[src/rtl/kq_pkg.sv]
// Shared types and helpers for the keycode event queue: event polarity codes,
// scan FSM states and a slot extractor for packed keycode reports.
package kq_pkg;

    localparam logic KQ_PRESS = 1'b1;
    localparam logic KQ_REL   = 1'b0;

    // Upper bounds for the generic slot extractor; callers zero-extend into these.
    localparam int KQ_MAX_RPT_W = 512;
    localparam int KQ_MAX_KEY_W = 32;

    typedef enum logic [1:0] {
        IDLE       = 2'd0,
        SCAN_REL   = 2'd1,
        SCAN_PRESS = 2'd2
    } kq_state_e;

    function automatic logic [KQ_MAX_KEY_W-1:0] kq_slot(
        input logic [KQ_MAX_RPT_W-1:0] rpt,
        input int unsigned             idx,
        input int unsigned             key_w
    );
        logic [KQ_MAX_RPT_W-1:0] shifted;
        shifted = rpt >> (idx * key_w);
        return shifted[KQ_MAX_KEY_W-1:0];
    endfunction

endpackage

[src/rtl/kq_fifo.sv]
// Synchronous show-ahead FIFO: data_o presents the head entry whenever not empty.
// A push into a full FIFO is accepted when a pop happens in the same cycle.
module kq_fifo #(
    parameter int WIDTH = 9,
    parameter int DEPTH = 16
) (
    input  logic                     clk_i,
    input  logic                     rst_ni,
    input  logic                     clr_i,
    input  logic                     push_i,
    input  logic [WIDTH-1:0]         data_i,
    input  logic                     pop_i,
    output logic [WIDTH-1:0]         data_o,
    output logic                     full_o,
    output logic                     empty_o,
    output logic [$clog2(DEPTH):0]   count_o
);

    localparam int AW = $clog2(DEPTH);

    logic [WIDTH-1:0] mem_q [DEPTH];
    logic [AW-1:0]    wr_q;
    logic [AW-1:0]    rd_q;
    logic [AW:0]      cnt_q;
    logic [AW:0]      cnt_d;
    logic             do_push;
    logic             do_pop;

    assign empty_o = (cnt_q == '0);
    assign full_o  = (cnt_q == (AW+1)'(DEPTH));
    assign count_o = cnt_q;
    assign do_pop  = pop_i && !empty_o;
    assign do_push = push_i && (!full_o || do_pop);
    assign data_o  = empty_o ? '0 : mem_q[rd_q];

    always_comb begin
        cnt_d = cnt_q;
        case ({do_push, do_pop})
            2'b10:   cnt_d = cnt_q + (AW+1)'(1);
            2'b01:   cnt_d = cnt_q - (AW+1)'(1);
            default: cnt_d = cnt_q;
        endcase
    end

    // Pointers wrap naturally because DEPTH is a power of two.
    always_ff @(posedge clk_i or negedge rst_ni) begin
        if (!rst_ni) begin
            wr_q  <= '0;
            rd_q  <= '0;
            cnt_q <= '0;
        end else if (clr_i) begin
            wr_q  <= '0;
            rd_q  <= '0;
            cnt_q <= '0;
        end else begin
            if (do_push) wr_q <= wr_q + AW'(1);
            if (do_pop)  rd_q <= rd_q + AW'(1);
            cnt_q <= cnt_d;
        end
    end

    always_ff @(posedge clk_i) begin
        if (do_push && !clr_i) mem_q[wr_q] <= data_i;
    end

endmodule

[src/rtl/keycode_event_queue.sv]
// Diffs successive keycode reports and queues ordered release/press events
// for a valid/ready consumer, so no key transition is lost between frames.
module keycode_event_queue
    import kq_pkg::*;
#(
    parameter int N_KEYS = 6,
    parameter int KEY_W  = 8,
    parameter int DEPTH  = 16
) (
    input  logic                      clk_0,
    input  logic                      reset_n,
    input  logic [N_KEYS*KEY_W-1:0]   keycode_in,
    input  logic                      flush,
    output logic                      event_valid,
    output logic [KEY_W:0]            event_data,
    input  logic                      event_ready,
    output logic [$clog2(DEPTH):0]    fifo_count,
    output logic                      scan_busy,
    output logic                      keys_held
);

    localparam int RPT_W = N_KEYS * KEY_W;
    localparam int IDX_W = (N_KEYS > 1) ? $clog2(N_KEYS) : 1;

    typedef logic [KEY_W-1:0] key_t;

    logic [RPT_W-1:0] in_q;
    logic [RPT_W-1:0] prev_q;
    logic [RPT_W-1:0] cur_q;
    logic [IDX_W-1:0] idx_q;
    kq_state_e        state_q;

    key_t       prev_slot [N_KEYS];
    key_t       cur_slot  [N_KEYS];
    key_t       scan_code;
    key_t       own_code;
    key_t       other_code;
    logic       in_other;
    logic       dup_lower;
    logic       need_push;
    logic       can_push;
    logic       stall;
    logic       push;
    logic       pop;
    logic       last_slot;
    logic       fifo_full;
    logic       fifo_empty;
    logic [KEY_W:0] push_data;

    always_comb begin
        for (int i = 0; i < N_KEYS; i++) begin
            prev_slot[i] = key_t'(kq_slot(KQ_MAX_RPT_W'(prev_q), i, KEY_W));
            cur_slot[i]  = key_t'(kq_slot(KQ_MAX_RPT_W'(cur_q), i, KEY_W));
        end
    end

    // The scanned snapshot is prev during SCAN_REL and cur during SCAN_PRESS;
    // the membership test always looks into the other snapshot.
    always_comb begin
        scan_code  = '0;
        own_code   = '0;
        other_code = '0;
        in_other   = 1'b0;
        dup_lower  = 1'b0;
        for (int j = 0; j < N_KEYS; j++) begin
            if (IDX_W'(j) == idx_q)
                scan_code = (state_q == SCAN_PRESS) ? cur_slot[j] : prev_slot[j];
        end
        for (int j = 0; j < N_KEYS; j++) begin
            own_code   = (state_q == SCAN_PRESS) ? cur_slot[j]  : prev_slot[j];
            other_code = (state_q == SCAN_PRESS) ? prev_slot[j] : cur_slot[j];
            if (other_code == scan_code) in_other = 1'b1;
            if ((IDX_W'(j) < idx_q) && (own_code == scan_code)) dup_lower = 1'b1;
        end
        need_push = (state_q != IDLE) && (scan_code != '0) && !in_other && !dup_lower;
    end

    assign pop       = event_valid && event_ready && !flush;
    assign can_push  = !fifo_full || pop;
    assign stall     = need_push && !can_push;
    assign push      = need_push && can_push && !flush;
    assign push_data = {((state_q == SCAN_PRESS) ? KQ_PRESS : KQ_REL), scan_code};
    assign last_slot = (idx_q == IDX_W'(N_KEYS - 1));

    assign event_valid = !fifo_empty;
    assign scan_busy   = (state_q != IDLE);
    assign keys_held   = |prev_q;

    always_ff @(posedge clk_0 or negedge reset_n) begin
        if (!reset_n) begin
            in_q    <= '0;
            prev_q  <= '0;
            cur_q   <= '0;
            idx_q   <= '0;
            state_q <= IDLE;
        end else begin
            in_q <= keycode_in;
            if (flush) begin
                prev_q  <= '0;
                idx_q   <= '0;
                state_q <= IDLE;
            end else begin
                case (state_q)
                    IDLE: begin
                        if (in_q != prev_q) begin
                            cur_q   <= in_q;
                            idx_q   <= '0;
                            state_q <= SCAN_REL;
                        end
                    end
                    SCAN_REL: begin
                        if (!stall) begin
                            if (last_slot) begin
                                idx_q   <= '0;
                                state_q <= SCAN_PRESS;
                            end else begin
                                idx_q <= idx_q + IDX_W'(1);
                            end
                        end
                    end
                    SCAN_PRESS: begin
                        if (!stall) begin
                            if (last_slot) begin
                                prev_q  <= cur_q;
                                idx_q   <= '0;
                                state_q <= IDLE;
                            end else begin
                                idx_q <= idx_q + IDX_W'(1);
                            end
                        end
                    end
                    default: begin
                        idx_q   <= '0;
                        state_q <= IDLE;
                    end
                endcase
            end
        end
    end

    kq_fifo #(
        .WIDTH (KEY_W + 1),
        .DEPTH (DEPTH)
    ) u_fifo (
        .clk_i   (clk_0),
        .rst_ni  (reset_n),
        .clr_i   (flush),
        .push_i  (push),
        .data_i  (push_data),
        .pop_i   (pop),
        .data_o  (event_data),
        .full_o  (fifo_full),
        .empty_o (fifo_empty),
        .count_o (fifo_count)
    );

endmodule

[config.mk]
export PLATFORM = sky130hd
export DESIGN_NAME = keycode_event_queue
export DESIGN_NICKNAME = d
export VERILOG_FILES = /design/src/rtl/kq_pkg.sv /design/src/rtl/kq_fifo.sv /design/src/rtl/keycode_event_queue.sv
export SDC_FILE = /design/constraint.sdc
export NUM_CORES = 1
export LEC_CHECK = 0
export BUFFER_PORTS_ARGS = -buffer_cell sky130_fd_sc_hd__buf_4
export CORE_UTILIZATION = 35
export CTS_CLUSTER_SIZE = 30
export DETAILED_ROUTE_END_ITERATION = 7
export GPL_TIMING_DRIVEN = 0
export PLACE_DENSITY_LB_ADDON = 0.15
export SYNTH_ARGS = -nofsm -noshare
export SYNTH_HDL_FRONTEND = slang
export SYNTH_SLANG_ARGS = --single-unit
[constraint.sdc]
create_clock -name clk_0 -period 5.5 [get_ports clk_0]
set_clock_uncertainty 0.05 [all_clocks]
set_input_delay 0.825 -clock clk_0 [delete_from_list [all_inputs] [get_ports clk_0]]
set_output_delay 0.825 -clock clk_0 [all_outputs]
set_load 0.05 [all_outputs]
==> results of run 1 <==
## cells in the mapped netlist, types with 8 or more instances
cell,instances,area (sq um)
a21boi_0,8,60.1
a21oi_1,22,110
and2_1,29,181
buf_2,14,70.1
clkbuf_1,29,109
dfrtp_1,162,4050
edfxtp_1,144,4320
ha_1,15,188
inv_1,14,52.6
mux2_2,65,732
mux2i_1,131,1310
mux4_2,45,1010
nand2_1,35,131
nand3_1,15,75.1
nand4_1,23,144
nor2_1,80,300
nor3_1,18,90.1
nor4_1,26,163
o21ai_0,19,95.1
o32ai_1,12,105
xnor2_1,84,736
xor2_1,17,149
## kinds of logic (layout without fill, tap and decap cells)
kind of cell | Yosys count | in the layout | synth area share, %
buffers and inverters | 77 | 271 | 2.73
xor gates and xnor gates | 101 | 101 | 5.68
DFF | 306 | 306 | 53.8
muxes | 241 | 241 | 19.6
AOI/OAI and AO/OA | 138 | 138 | 6.71
adders and majority gates | 16 | 16 | 1.33
and+or+nand+nor | 285 | 287 | 10.1
## per-layer routing
layer | up-vias | GRT usage, % | part of all wire [%]
li1 | 4756 | - | -
met1 | 5500 | 30.6 | 45
met2 | 356 | 35.7 | 46
met3 | 101 | 3.35 | 4.6
met4 | 0 | 9.48 | 4.1
met5 | - | 0 | 0
## layout by cell type (no fill, tap or decap), types with 19 or more instances in the layout
cell / Yosys / layout
nor4_1: 26 / 19
nand2_1: 35 / 32
a21oi_1: 22 / 22
edfxtp_1: 144 / 144
nor2_1: 80 / 79
and2_1: 29 / 28
mux2_2: 65 / 65
mux2i_1: 131 / 102
clkbuf_16: 0 / 38
nand4_1: 23 / 23
dfrtp_1: 162 / 160
clkbuf_1: 29 / 33
xnor2_1: 84 / 83
buf_4: 3 / 132
mux4_2: 45 / 45
## metrics by stage
| step | area [sq um] | setup WS, ns | utilization [%] |
|---|---|---|---|
| final | 19200 | 0.114 | 44.3 |
| after global routing | 19200 | -0.0181 | 44.3 |
| after CTS | 18700 | 0.00163 | 43.0 |
| after detailed placement | 16800 | -1.91 | 38.7 |
| after global placement | 16800 | -1.92 | 38.7 |
| after floorplan | 15600 | 0.0153 | - |
## worst max-delay path, cell delays in order (launching register included)
cell and delay [ns]:
dfrtp_1 0.40, inv_2 0.10, ha_4 0.18, buf_12 0.16
buf_16 0.17, buf_4 0.13, buf_12 0.09, mux2i_4 0.28
o221ai_1 0.18, o21a_2 0.22, nor2_4 0.18, clkinv_8 0.10
xnor2_1 0.13, or4_1 0.56, nor4_4 0.23, or4_4 0.22
nor2_4 0.06, or3_4 0.38, inv_2 0.09, ha_1 0.26
nor2b_1 0.14, o21ai_0 0.15, nand2b_1 0.18, buf_4 0.19
and2_1 0.14, o21ai_0 0.14, a31oi_1 0.09
## state kept, by name (all words and copies together), names as in the netlist
register and cells:
in_q 48, prev_q 48, u_fifo.mem_q 144, u_fifo.wr_q 4, u_fifo.rd_q 4, idx_q 3, state_q 2, u_fifo.count_o 5
cur_q 48
## where the power goes
group | internal [mW] | switching [mW] | leakage (nW) | total, mW
Clock | 1.37 | 0.958 | 0.566 | 2.33
Combinational | 1.82 | 2.33 | 3.03 | 4.16
Sequential | 2.78 | 0.358 | 3.36 | 3.14
## worst max path at each step
stage	startpoint	end	slack, ns	cells past startpoint
finish	state_q[0]	u_fifo.count_o[4]	0.11	26
CTS	state_q[0]	u_fifo.count_o[4]	0.002	28
detailed placement	state_q[0]	u_fifo.count_o[4]	-1.91	23
global route	idx_q[1]	u_fifo.count_o[4]	-0.02	26
floorplan	state_q[0]	u_fifo.count_o[4]	0.02	24
global placement	state_q[0]	u_fifo.count_o[4]	-1.92	23
## layout make-up
| cell class | instances | share of cell area, % |
|---|---|---|
| timing repair buffer | 132 | 5.58 |
| buffer | 58 | 2.41 |
| inverter | 15 | 0.358 |
| multi-input combinational | 783 | 38.2 |
| sequential | 306 | 43.5 |
| tap | 585 | 3.80 |
| clock inverter | 18 | 0.949 |
| timing repair inverter | 1 | 0.0455 |
| clock buffer | 47 | 5.11 |
## what timing repair did
action | CTS | global route
setup buffers | 27 | 36
pin swaps | 17 | 17
resized for setup | 87 | 53
gates cloned | 3 | 1
endpoints found under the setup margin | 206 | 15
==> results.py, run 1 <==
metrics = {
    "finish": {
        "final_cells": 1945,
        "seqCellArea_sq_um": 8380,
        "fin_nets": 1401,
        "area_growth_pct": 23.7,
        "fill_cells": 4060,
        "antenna_cells": 0,
        "multi_input_area_sq_um": 7350,
        "drive_gt1_share_pct": 31.4,
    },
    "global_routing": {
        "grt_antenna_before_repair": 0,
        "grt_pass1_vias": 10700,
        "grt_pass1_wl_um": 73100,
        "grt.overflow.total": 0,
        "grt_max_degree": 102,
        "gr-usage-all-layers_pct": 22.5,
    },
    "sta": {
        "setup_viol": 0,
        "period_needed_ns": 5.39,
        "tightestPinTransition_ns": 1.22,
        "slew-limit-headroom_pct": 18.2,
        "fmax_mhz": 186,
        "slew_violations": 0,
        "tns_ns": 0,
        "finalCritPeriodShare_pct": 97.9,
        "whs_ns": 0.170,
        "finalHoldViolations": 0,
    },
    "power": {
        "finalPower_mw": 9.63,
        "leakage_nw": 6.96,
        "p_per_area_nw_per_um2": 500,
        "vdd_ir_drop_max_mv": 0.332,
    },
    "setup_path": {
        "reg2regPathDepth": 26,
        "cp_max_fo": 9,
        "crit_type": "reg -> reg",
        "crit_required_ns": 5.86,
        "reg2reg_to": "u_fifo.count_o[4]",
        "critPathArrivalTime_ns": 5.74,
        "r2r_slack_ns": 0.11,
        "startpoint_type": "flop",
        "cp-end-kind": "flop",
        "reg2reg_from": "state_q[0]",
    },
    "drt": {
        "drtIter0Drc": 822,
        "firstDrtPassIters": 5,
        "drt-wirelength-per-cell_um": 25.7,
        "drt.antenna.violating_nets": 0,
        "wirelength_um": 49900,
        "vias": 10700,
        "drcViolationCount": 0,
        "via_per_inst": 5.51,
    },
    "yosys": {
        "synth_area_sq_um": 15600,
        "synth-edff-count": 144,
        "synth.distinct_cells": 85,
        "netlist_instances": 1164,
        "async_flop_share_pct": 52.9,
        "yosysSeqAreaShare_pct": 53.8,
        "synth_nets": 1232,
        "yosys_register_bits": 306,
        "yosys_warnings": 0,
        "ys.flop_type": "dfrtp_1",
        "syn_avg_cell_area_sq_um": 13.4,
    },
    "placement": {
        "gp_congestion": 0.972,
        "numPortBuffers": 67,
        "dpl.cell_count": 1817,
        "hpwl_um": 35600,
    },
    "clock_network": {
        "h-tree-depth": 2,
        "cts_tree": "built",
        "cts_sinks": 306,
        "numCtsBuffers": 36,
        "cts.reportedPaths.clkPinSlew_ns": 0.06,
        "insertion_delay_ns": 0.56,
        "clock_tree.root_cell": "clkbuf_16",
        "clk_path_buf_depth": 3,
        "ctsHoldBuffers": 0,
    },
    "hold_path": {
        "hold_class": "in -> async",
    },
    "die": {
        "start_util_pct": 35.8,
        "die_x_um": 213,
        "num_rows": 76,
        "die_y_um": 213,
        "core_area_sq_um": 43500,
        "ios": 69,
        "dieArea_sq_um": 45300,
    },
    "status": {
        "run_status": "finished clean",
    },
    "flow_run": {
        "drv_cap": 0,
    },
}
Power figures use the tool's default switching activity.
==> inputs of run 2 (changes only) <==
ABC_AREA = 1   (was unset)
==> run 2 against run 1 <==
- via count up 31%
- routed wire length up 16%
- sequential share of layout area grew 0.72 points
- worst hold slack lost 0.014 ns
- count of clock-buffer cells in the layout rose by 5
- total power is 9.6% higher
- highest routed layer unchanged
- utilization decreased by 2.5 points
- final cell count grew 37%
==> results.py, run 2 <==
metrics = {
    "status": {
        "run_status": "finished clean",
    },
    "placement": {
        "gp_congestion": 0.933,
        "numPortBuffers": 68,
        "hpwl_um": 41500,
    },
    "drt": {
        "wirelength_um": 58200,
        "vias": 14000,
        "drcViolationCount": 0,
        "drtIter0Drc": 1216,
        "via_per_inst": 5.24,
        "firstDrtPassIters": 5,
        "drt-wirelength-per-cell_um": 21.8,
        "drt.antenna.violating_nets": 0,
    },
    "setup_path": {
        "startpoint_type": "flop",
        "crit_required_ns": 5.93,
        "cpMostUsedCell": "nand2_1",
        "reg2regPathDepth": 28,
        "reg2reg_from": "state_q[0]",
        "crit_type": "reg -> reg",
        "reg2reg_to": "u_fifo.count_o[4]",
        "slowest_delay_ns": 0.41,
        "slowest_stage": "dfrtp_1",
        "critPathArrivalTime_ns": 5.61,
        "r2r_slack_ns": 0.32,
        "cp-end-kind": "flop",
        "cp_max_fo": 25,
    },
    "sta": {
        "rsz0062_at_grt": "no",
        "fmax_mhz": 193,
        "period_needed_ns": 5.18,
        "tightestPinTransition_ns": 1.19,
        "setup_viol": 0,
        "slew-limit-headroom_pct": 20.0,
        "finalHoldViolations": 0,
        "finalCritPeriodShare_pct": 94.1,
        "slew_violations": 0,
        "tns_ns": 0,
    },
    "yosys": {
        "synth_common_cells": "659 x nand2_1, 210 x inv_1, 162 x dfrtp_1",
        "synth_top_area_share_pct": 26.9,
        "yosys.area.top_type": "edfxtp_1",
        "synth_nets": 1988,
        "async_flop_share_pct": 52.9,
        "synth.distinct_cells": 43,
        "syn_avg_cell_area_sq_um": 8.36,
        "yosysSeqAreaShare_pct": 52.2,
        "synth.most_common_cell": "nand2_1",
        "yosys_warnings": 0,
        "ys.flop_type": "dfrtp_1",
        "synth-edff-count": 144,
        "netlist_instances": 1920,
        "synth_area_sq_um": 16000,
        "yosys-top-cells-area": "edfxtp_1 27%, dfrtp_1 25%, nand2_1 15%",
        "yosys_register_bits": 306,
    },
    "finish": {
        "fill_cells": 4574,
        "seqCellArea_sq_um": 8380,
        "area_growth_pct": 18.0,
        "fin_nets": 2109,
        "drive_gt1_share_pct": 11.5,
        "antenna_cells": 0,
        "final_common_cell": "nand2_1",
        "multi_input_area_sq_um": 6550,
        "largest_register_ffs": 144,
        "final_cell_mix": "658 x nand2_1, 210 x inv_1, 162 x dfrtp_1",
        "largest_register": "u_fifo.mem_q",
    },
    "global_routing": {
        "grt.overflow.total": 0,
        "grt_pass1_wl_um": 88100,
        "gr-usage-all-layers_pct": 25.4,
        "grt_antenna_before_repair": 0,
        "grt_pass1_vias": 13900,
        "grt_max_degree": 96,
    },
    "power": {
        "swShare_pct": 45.8,
        "finalPower_mw": 10.6,
        "leakage_nw": 8.69,
        "intPower_mw": 5.72,
        "power_frac_comb_pct": 46.5,
        "power_switching_mw": 4.83,
        "pwr-share-seq_pct": 30.9,
        "vdd_ir_drop_max_mv": 0.382,
        "p_per_area_nw_per_um2": 557,
        "pwr-share-clk_pct": 22.6,
    },
    "hold_path": {
        "hold_class": "in -> async",
    },
    "clock_network": {
        "numCtsBuffers": 37,
        "cts.reportedPaths.clkPinSlew_ns": 0.06,
        "cts_tree": "built",
        "clock_tree.root_cell": "clkbuf_16",
        "h-tree-depth": 2,
        "insertion_delay_ns": 0.57,
        "cts_sinks": 306,
        "clk_path_buf_depth": 3,
    },
    "die": {
        "num_rows": 78,
        "start_util_pct": 35.4,
        "die_y_um": 216,
        "core_area_sq_um": 45300,
        "dieArea_sq_um": 46700,
        "ios": 69,
        "die_x_um": 216,
    },
    "flow_run": {
        "drv_cap": 0,
    },
}
[run 2: cell count changes in the layout (fill, tap and decap cells not counted), sizes merged, moves of 29 or more]
| cell | previous run | this run |
|---|---|---|
| and2 | 29 | 0 |
| o221ai | 1 | 43 |
| buf | 159 | 123 |
| xnor2 | 84 | 19 |
| inv | 15 | 222 |
| mux4 | 45 | 0 |
| a21oi | 23 | 62 |
| nand3 | 15 | 102 |
| mux2 | 65 | 0 |
| nand2 | 41 | 675 |
| mux2i | 131 | 1 |
| o21ai | 20 | 136 |
[run 2: per-layer routing]
| layer | vias up | wire, um | part of all wire, % | GRT usage [%] |
|---|---|---|---|---|
| met5 | - | 0 | 0 | 0 |
| met3 | 95 | 3180 | 5.5 | 3.20 |
| met2 | 475 | 28100 | 48 | 43.2 |
| li1 | 6602 | - | - | - |
| met4 | 0 | 2240 | 3.9 | 10.6 |
| met1 | 6818 | 24600 | 42 | 32.5 |
[run 2: through the flow]
step | area, sq um | utilization (%) | setup slack (ns) | hold WS, ns | instances
3_5_place_dp | 17400 | 38.5 | -1.07 | 0.434 | 2593
3_3_place_gp | 17300 | 38.2 | -1.57 | 0.434 | 2588
5_1_grt | 18900 | 41.8 | 0.0354 | 0.198 | 2668
2_1_floorplan | 16000 | - | 1.19 | 0.411 | 1920
6_report | 18900 | 41.8 | 0.322 | 0.156 | 2668
4_1_cts | 18900 | 41.7 | 0.00378 | 0.175 | 2668
[run 2: layout make-up]
| type | instances | area share (%) |
|---|---|---|
| plain buffers | 89 | 2.60 |
| clock buffers | 52 | 5.41 |
| clock inverters | 14 | 0.793 |
| inverters | 223 | 4.45 |
| multi-input cells | 1301 | 34.6 |
| flip-flops and latches | 306 | 44.3 |
| well taps | 600 | 3.97 |
| repair buffers | 83 | 3.92 |
[run 2: power groups by stage]
stage	Sequential (mW)	Clock (mW)	Combinational, mW
floorplan	3.23	0	3.02
global placement	3.29	0	4.68
detailed placement	3.30	0	4.74
CTS	3.25	2.45	4.82
global route	3.31	2.54	5.36
finish	3.26	2.38	4.91
[run 2: how the worst max path moves through the flow]
stage,from,end,slack (ns),cells past startpoint
after floorplan,state_q[0],u_fifo.mem_q[0][0],1.19,22
after global placement,state_q[0],u_fifo.mem_q[2][2],-1.57,21
after detailed placement,state_q[0],u_fifo.mem_q[13][2],-1.07,21
after CTS,state_q[0],u_fifo.count_o[4],0.004,28
after global routing,state_q[0],u_fifo.count_o[4],0.04,27
final,state_q[0],u_fifo.count_o[4],0.32,28
[run 2: cell families after synthesis]
| group | count (synthesis) | synth area share (%) |
|---|---|---|
| and+or+nand+nor | 963 | 25.6 |
| buffers and inverters | 313 | 8.16 |
| DFF | 306 | 52.2 |
| AOI/OAI and AO/OA | 272 | 10.0 |
| xor gates and xnor gates | 49 | 2.67 |
| adders and majority gates | 16 | 1.29 |
| muxes | 1 | 0.0624 |
[run 2: repair_timing]
item / 4_1_cts / 5_1_grt
setup endpoints to repair: 168 / 139
gates resized for setup: 23 / 14
buffers inserted: 9 / 1
hold buffers: 0 / 0
pin swaps: 8 / 0
[run 2: worst max-delay path: cells and delay by family, from the launching register on]
family | cells | cell delay, ns
xor+xnor | 1 | 0.21
simple gates | 14 | 1.65
flops | 1 | 0.41
fa+ha+maj | 2 | 0.65
compound gates | 4 | 0.79
buf+inv | 7 | 1.29
